--- config.mk ---
export PLATFORM = sky130hd
export DESIGN_NAME = batch_norm_pipeline
export DESIGN_NICKNAME = d
export VERILOG_FILES = /design/src/rtl/bn_pkg.sv /design/src/rtl/bn_scale_term.sv /design/src/rtl/batch_norm_pipeline.sv
export SDC_FILE = /design/constraint.sdc
export NUM_CORES = 1
export LEC_CHECK = 0
export ABC_AREA = 1
export CAP_MARGIN = 20
export CORE_MARGIN = 2
export CORE_UTILIZATION = 34
export DETAILED_ROUTE_END_ITERATION = 8
export DONT_BUFFER_PORTS = 1
export PLACE_DENSITY_LB_ADDON = 0.3
export SLEW_MARGIN = 40
export SYNTH_ARGS = -nofsm -noshare
export SYNTH_HDL_FRONTEND = slang
export SYNTH_SLANG_ARGS = --single-unit
--- constraint.sdc ---
create_clock -name clk -period 3.34 [get_ports clk]
set_input_delay 0.334 -clock clk [delete_from_list [all_inputs] [get_ports clk]]
set_output_delay 0.334 -clock clk [all_outputs]
set_load 0.01 [all_outputs]
--- src/rtl/bn_pkg.sv ---
// bn_pkg: shared factor codes, term-select codes and counter width for batch_norm_pipeline.
package bn_pkg;
    typedef logic [3:0] bn_factor_t;
    localparam bn_factor_t BN_FACTOR_UNITY = 4'b0100;
    localparam bn_factor_t BN_FACTOR_ZERO  = 4'b0000;
    localparam logic [1:0] BN_LO_NONE    = 2'b00;
    localparam logic [1:0] BN_LO_HALF    = 2'b01;
    localparam logic [1:0] BN_LO_X2      = 2'b10;
    localparam logic [1:0] BN_LO_X8      = 2'b11;
    localparam logic [1:0] BN_HI_NONE    = 2'b00;
    localparam logic [1:0] BN_HI_X1      = 2'b01;
    localparam logic [1:0] BN_HI_QUARTER = 2'b10;
    localparam logic [1:0] BN_HI_X4      = 2'b11;
    localparam int BN_SAT_COUNT_WIDTH = 16;
endpackage

--- src/rtl/bn_scale_term.sv ---
// bn_scale_term: decodes a 4-bit factor code into factor*z as two shifted terms,
// sign-extended to WIDTH+5 bits so no code can overflow.
module bn_scale_term import bn_pkg::*; #(
    parameter int WIDTH = 6
) (
    input  logic [3:0]              i_factor,
    input  logic signed [WIDTH-1:0] i_z,
    output logic signed [WIDTH+4:0] o_term
);
    localparam int SW = WIDTH + 5;
    logic signed [SW-1:0] w_z, w_half, w_quarter, w_lo, w_hi;
    assign w_z       = {{5{i_z[WIDTH-1]}}, i_z};
    assign w_half    = w_z >>> 1;
    assign w_quarter = w_z >>> 2;
    assign w_lo = (i_factor[1:0] == BN_LO_HALF) ? w_half :
                  (i_factor[1:0] == BN_LO_X2)   ? (w_z <<< 1) :
                  (i_factor[1:0] == BN_LO_X8)   ? (w_z <<< 3) : '0;
    assign w_hi = (i_factor[3:2] == BN_HI_X1)      ? w_z :
                  (i_factor[3:2] == BN_HI_QUARTER) ? w_quarter :
                  (i_factor[3:2] == BN_HI_X4)      ? (w_z <<< 2) : '0;
    assign o_term = w_lo + w_hi;
endmodule

--- src/rtl/batch_norm_pipeline.sv ---
// batch_norm_pipeline: 2-stage u + addend[ch] + factor[ch]*z with saturation and valid/ready.
// Optional saturation event counter enabled by defining BN_SAT_COUNT_EN.
module batch_norm_pipeline import bn_pkg::*; #(
    parameter int WIDTH        = 6,
    parameter int ADDEND_WIDTH = WIDTH - 2,
    parameter int CHANNELS     = 4,
    parameter int CH_BITS      = $clog2(CHANNELS)
) (
    input  logic                    clk,
    input  logic                    rst_n,
    input  logic                    cfg_we,
    input  logic [CH_BITS-1:0]      cfg_ch,
    input  logic [3:0]              cfg_factor,
    input  logic [ADDEND_WIDTH-1:0] cfg_addend,
    input  logic                    in_valid,
    output logic                    in_ready,
    input  logic [CH_BITS-1:0]      in_ch,
    input  logic [WIDTH-1:0]        in_u,
    input  logic [WIDTH-1:0]        in_z,
    output logic                    out_valid,
    input  logic                    out_ready,
    output logic [CH_BITS-1:0]      out_ch,
    output logic [WIDTH-1:0]        out_u
`ifdef BN_SAT_COUNT_EN
    ,
    input  logic                    sat_clr,
    output logic [BN_SAT_COUNT_WIDTH-1:0] sat_count
`endif
);
    localparam int SW = WIDTH + 5;
    localparam logic signed [SW-1:0] MAX_V = {{(SW-WIDTH+1){1'b0}}, {(WIDTH-1){1'b1}}};
    localparam logic signed [SW-1:0] MIN_V = {{(SW-WIDTH+1){1'b1}}, {(WIDTH-1){1'b0}}};

    logic [3:0]              r_factor [CHANNELS];
    logic [ADDEND_WIDTH-1:0] r_addend [CHANNELS];
    logic                    r_s1_valid, r_out_valid;
    logic [CH_BITS-1:0]      r_s1_ch, r_out_ch;
    logic [WIDTH-1:0]        r_s1_u, r_out_u;
    logic [ADDEND_WIDTH-1:0] r_s1_addend;
    logic signed [SW-1:0]    r_s1_term;

    logic                    w_in_ok, w_s2_adv, w_clamp_hi, w_clamp_lo;
    logic [3:0]              w_factor;
    logic [ADDEND_WIDTH-1:0] w_addend;
    logic signed [SW-1:0]    w_term, w_sum;
    logic [WIDTH-1:0]        w_sat;

    // Out-of-range channels behave as factor 0000 / addend 0
    assign w_in_ok  = int'(in_ch) < CHANNELS;
    assign w_factor = w_in_ok ? r_factor[in_ch] : BN_FACTOR_ZERO;
    assign w_addend = w_in_ok ? r_addend[in_ch] : '0;

    bn_scale_term #(.WIDTH(WIDTH)) u_scale_term (
        .i_factor(w_factor),
        .i_z     (in_z),
        .o_term  (w_term)
    );

    assign w_s2_adv  = !r_out_valid || out_ready;
    assign in_ready  = !r_s1_valid || w_s2_adv;
    assign out_valid = r_out_valid;
    assign out_ch    = r_out_ch;
    assign out_u     = r_out_u;

    assign w_sum = {{(SW-WIDTH){r_s1_u[WIDTH-1]}}, r_s1_u}
                 + {{(SW-ADDEND_WIDTH){r_s1_addend[ADDEND_WIDTH-1]}}, r_s1_addend}
                 + r_s1_term;
    assign w_clamp_hi = w_sum > MAX_V;
    assign w_clamp_lo = w_sum < MIN_V;
    assign w_sat = w_clamp_hi ? {1'b0, {(WIDTH-1){1'b1}}} :
                   w_clamp_lo ? {1'b1, {(WIDTH-1){1'b0}}} : w_sum[WIDTH-1:0];

    // Writes land at the clock edge, so an accept in the same cycle still sees old values
    always_ff @(posedge clk or negedge rst_n) begin
        if (!rst_n) begin
            for (int i = 0; i < CHANNELS; i++) begin
                r_factor[i] <= BN_FACTOR_UNITY;
                r_addend[i] <= '0;
            end
        end else if (cfg_we && int'(cfg_ch) < CHANNELS) begin
            r_factor[cfg_ch] <= cfg_factor;
            r_addend[cfg_ch] <= cfg_addend;
        end
    end

    always_ff @(posedge clk or negedge rst_n) begin
        if (!rst_n) begin
            r_s1_valid  <= 1'b0;
            r_s1_ch     <= '0;
            r_s1_u      <= '0;
            r_s1_addend <= '0;
            r_s1_term   <= '0;
        end else if (in_ready) begin
            r_s1_valid <= in_valid;
            if (in_valid) begin
                r_s1_ch     <= in_ch;
                r_s1_u      <= in_u;
                r_s1_addend <= w_addend;
                r_s1_term   <= w_term;
            end
        end
    end

    always_ff @(posedge clk or negedge rst_n) begin
        if (!rst_n) begin
            r_out_valid <= 1'b0;
            r_out_ch    <= '0;
            r_out_u     <= '0;
        end else if (w_s2_adv) begin
            r_out_valid <= r_s1_valid;
            if (r_s1_valid) begin
                r_out_ch <= r_s1_ch;
                r_out_u  <= w_sat;
            end
        end
    end

`ifdef BN_SAT_COUNT_EN
    logic                          r_out_sat;
    logic [BN_SAT_COUNT_WIDTH-1:0] r_sat_count;
    always_ff @(posedge clk or negedge rst_n) begin
        if (!rst_n) begin
            r_out_sat   <= 1'b0;
            r_sat_count <= '0;
        end else begin
            if (w_s2_adv && r_s1_valid)
                r_out_sat <= w_clamp_hi || w_clamp_lo;
            if (sat_clr)
                r_sat_count <= '0;
            else if (r_out_valid && out_ready && r_out_sat && r_sat_count != '1)
                r_sat_count <= r_sat_count + 1'b1;
        end
    end
    assign sat_count = r_sat_count;
`endif
endmodule

==> impl_metrics.yaml <==
outcome:
  status: "finished clean"
synthesis:
  yosys_warnings: 0
  asyncSetResetFlopFracSynth: 1.00
  synth_area_um2: 4140
  syn-num-nets: 615
  synth-edff-count: 0
  synth_ff_type: "dfrtp_1"
  synthesis.instances: 557
  yosys.area.top_type_share: 0.368
  seq_area_frac_synth: 0.394
  synthTopCellsByCount: "nand2_1, dfrtp_1, inv_1"
  synthMostInstantiatedCell: "nand2_1"
  synth.distinct_cells: 34
  avgSynthCellArea_um2: 7.44
  synth_area_leaders: "dfrtp_1, nand2_1, ha_1, o21ai_0, inv_1"
  yosys.area.top_type: "dfrtp_1"
  ys_seq_elements: 65
timing:
  setup_viol: 0
  hold_viol: 0
  period_share: 0.901
  setup_tns_ps: 0
  layout_min_cycle_time_ps: 3010
  whs_ps: 111
  relSlewSlack: 0.522
  rsz0062_at_grt: "false"
  maxSlewViolCount: 0
  tightestPinTransition_ps: 717
  clock.fmax_mhz: 332
  finClkSkew_ps: 4.99
  worst_slack_ps: 332
grt:
  grt_overflow: 0
  antenna_found_initial: 0
  grt_max_degree: 66
  grt_use_total: 0.158
  grt_pass1_wl_um: 16400
  grt_pass1_vias: 3536
placed_design:
  gp_congestion: 0.830
  place.port_buffers: 0
  dp_cells: 693
  dp_hpwl_um: 7040
  dp_slack_ps: 164
  placed_area_um2: 4270
floorplan:
  die_y_um: 114
  num_rows: 40
  ios: 39
  start_util: 0.346
  core-area_um2: 12000
  die_w_um: 114
  die_area_um2: 13100
clocking:
  clkTransAtPathRegs_ps: 50
  htree_levels: 3
  clockBufferDepth: 2
  numCtsBuffers: 9
  cts.sinks: 65
  cts_setup_buffers: 0
  insertion_delay_ps: 340
  root_buffer: "clkbuf_16"
  cts_tree: "done"
route:
  drc_errors: 0
  first_pass_iters: 4
  final_antenna_net_count: 0
  vias_per_cell: 4.97
  wl_per_cell_um: 13.3
  vias: 3535
  drtIter0Drc: 123
  wl_um: 9420
power_and_ir_drop:
  leakage_nw: 2.37
  power-per-cell-area_nw_per_um2: 866
  power.total_mw: 4.08
  irDropWorstVdd_mv: 0.310
layout:
  final_cell_area_um2: 4710
  final_nets: 617
  drive_gt1_frac: 0.0957
  diodes: 0
  layout.cells.non_filler: 711
  post-route-util: 0.394
  area_growth_pct: 13.6
critical_path:
  critical_path_arrival_ps: 3220
  cp_data_required_time_ps: 3560
  start_kind: "flip-flop"
  path_class: "flip-flop to flip-flop"
  end_kind: "flip-flop"
  cp_max_fo: 7
hold_path:
  hp-class: "primary input to flip-flop"
run:
  cap_viol_max_count: 0
-- where the power goes --
group	switching, mW	total [mW]	leakage (nW)	internal (mW)
clock	0.353	1.05	0.162	0.697
combinational	1.18	1.90	1.42	0.727
sequential	0.147	1.12	0.785	0.976
-- sequential cells by signal, summed over array words and instances, names as in the netlist, 2 cells and up --
name / count
r_addend: 16
r_factor: 16
r_s1_term: 11
out_u: 6
r_s1_u: 6
r_s1_addend: 4
out_ch: 2
r_s1_ch: 2
-- metal layers --
layer  track usage  wire length (µm)  vias to the layer above
met5             0                 0                        -
met4        0.0585               125                        0
met3        0.0392               369                        9
met2         0.264              4550                       60
met1         0.198              4370                     1634
li1              -                 -                     1832
-- layout by cell type (no fill, tap or decap), drive strengths merged --
cell         instances
nand2              188
dfrtp               61
inv                 60
o21ai               51
nor2                44
nand3               43
ha                  26
a21oi               25
clkbuf              11
o22ai                6
xor2                 5
a31oi                5
nand4                5
xnor2                4
dfstp                4
a221oi               3
fa                   3
a32oi                2
nand3b               2
o211ai               2
a21o                 2
bufinv               2
clkinv               2
buf                  2
nor3                 1
o221ai               1
o21bai               1
or2                  1
clkinvlp             1
dlygate4sd3          1
-- critical path, stage by stage, from the launching register on --
cell	delay, ps
dfrtp_1	340
ha_1	160
inv_1	60
fa_1	400
nand3b_1	170
nand2_1	100
nand2_1	60
nand2_1	130
nand2_4	140
ha_4	330
nand2_1	100
nor2_2	160
nand3_2	110
nand4_1	110
nand3_1	80
nor2_1	120
nor2_2	60
nor2_4	170
a21oi_2	70
-- cell type report --
type / instances / area, µm²
sequential: 65 / 1630
multi-input combinational: 420 / 2280
clock inverter: 5 / 85.1
fill: 1256 / 7250
timing repair buffer: 3 / 45.0
tap: 147 / 184
clock buffer: 11 / 253
inverter: 60 / 226
-- worst paths after layout --
path | depth (start not counted) | from | slack, ps | to
setup / recovery | 18 | r_s1_u[0] | 330 | out_u[2]
hold / removal | 2 | in_u[3] | 110 | r_s1_u[3]
setup reg to reg | 18 | r_s1_u[0] | 330 | out_u[2]
hold reg to reg | 2 | r_s1_ch[0] | 470 | out_ch[0]
max in group asynchronous | 2 | rst_n | 2460 | r_factor[14]
min in group asynchronous | 2 | rst_n | 570 | r_s1_ch[0]
-- repair_timing --
item                       in CTS  in global routing
hold endpoints to repair       65                  0
setup endpoints to repair       0                  5
hold buffers                    2                  0
resized for setup               0                  9
-- cells by family after synthesis --
family / after synthesis / share of synthesized area
simple gates: 284 / 0.289
compound gates: 98 / 0.135
buf+inv: 72 / 0.0710
flops: 65 / 0.394
fa+ha+maj: 29 / 0.0930
xor+xnor: 9 / 0.0190
Power figures use the tool's default switching activity.
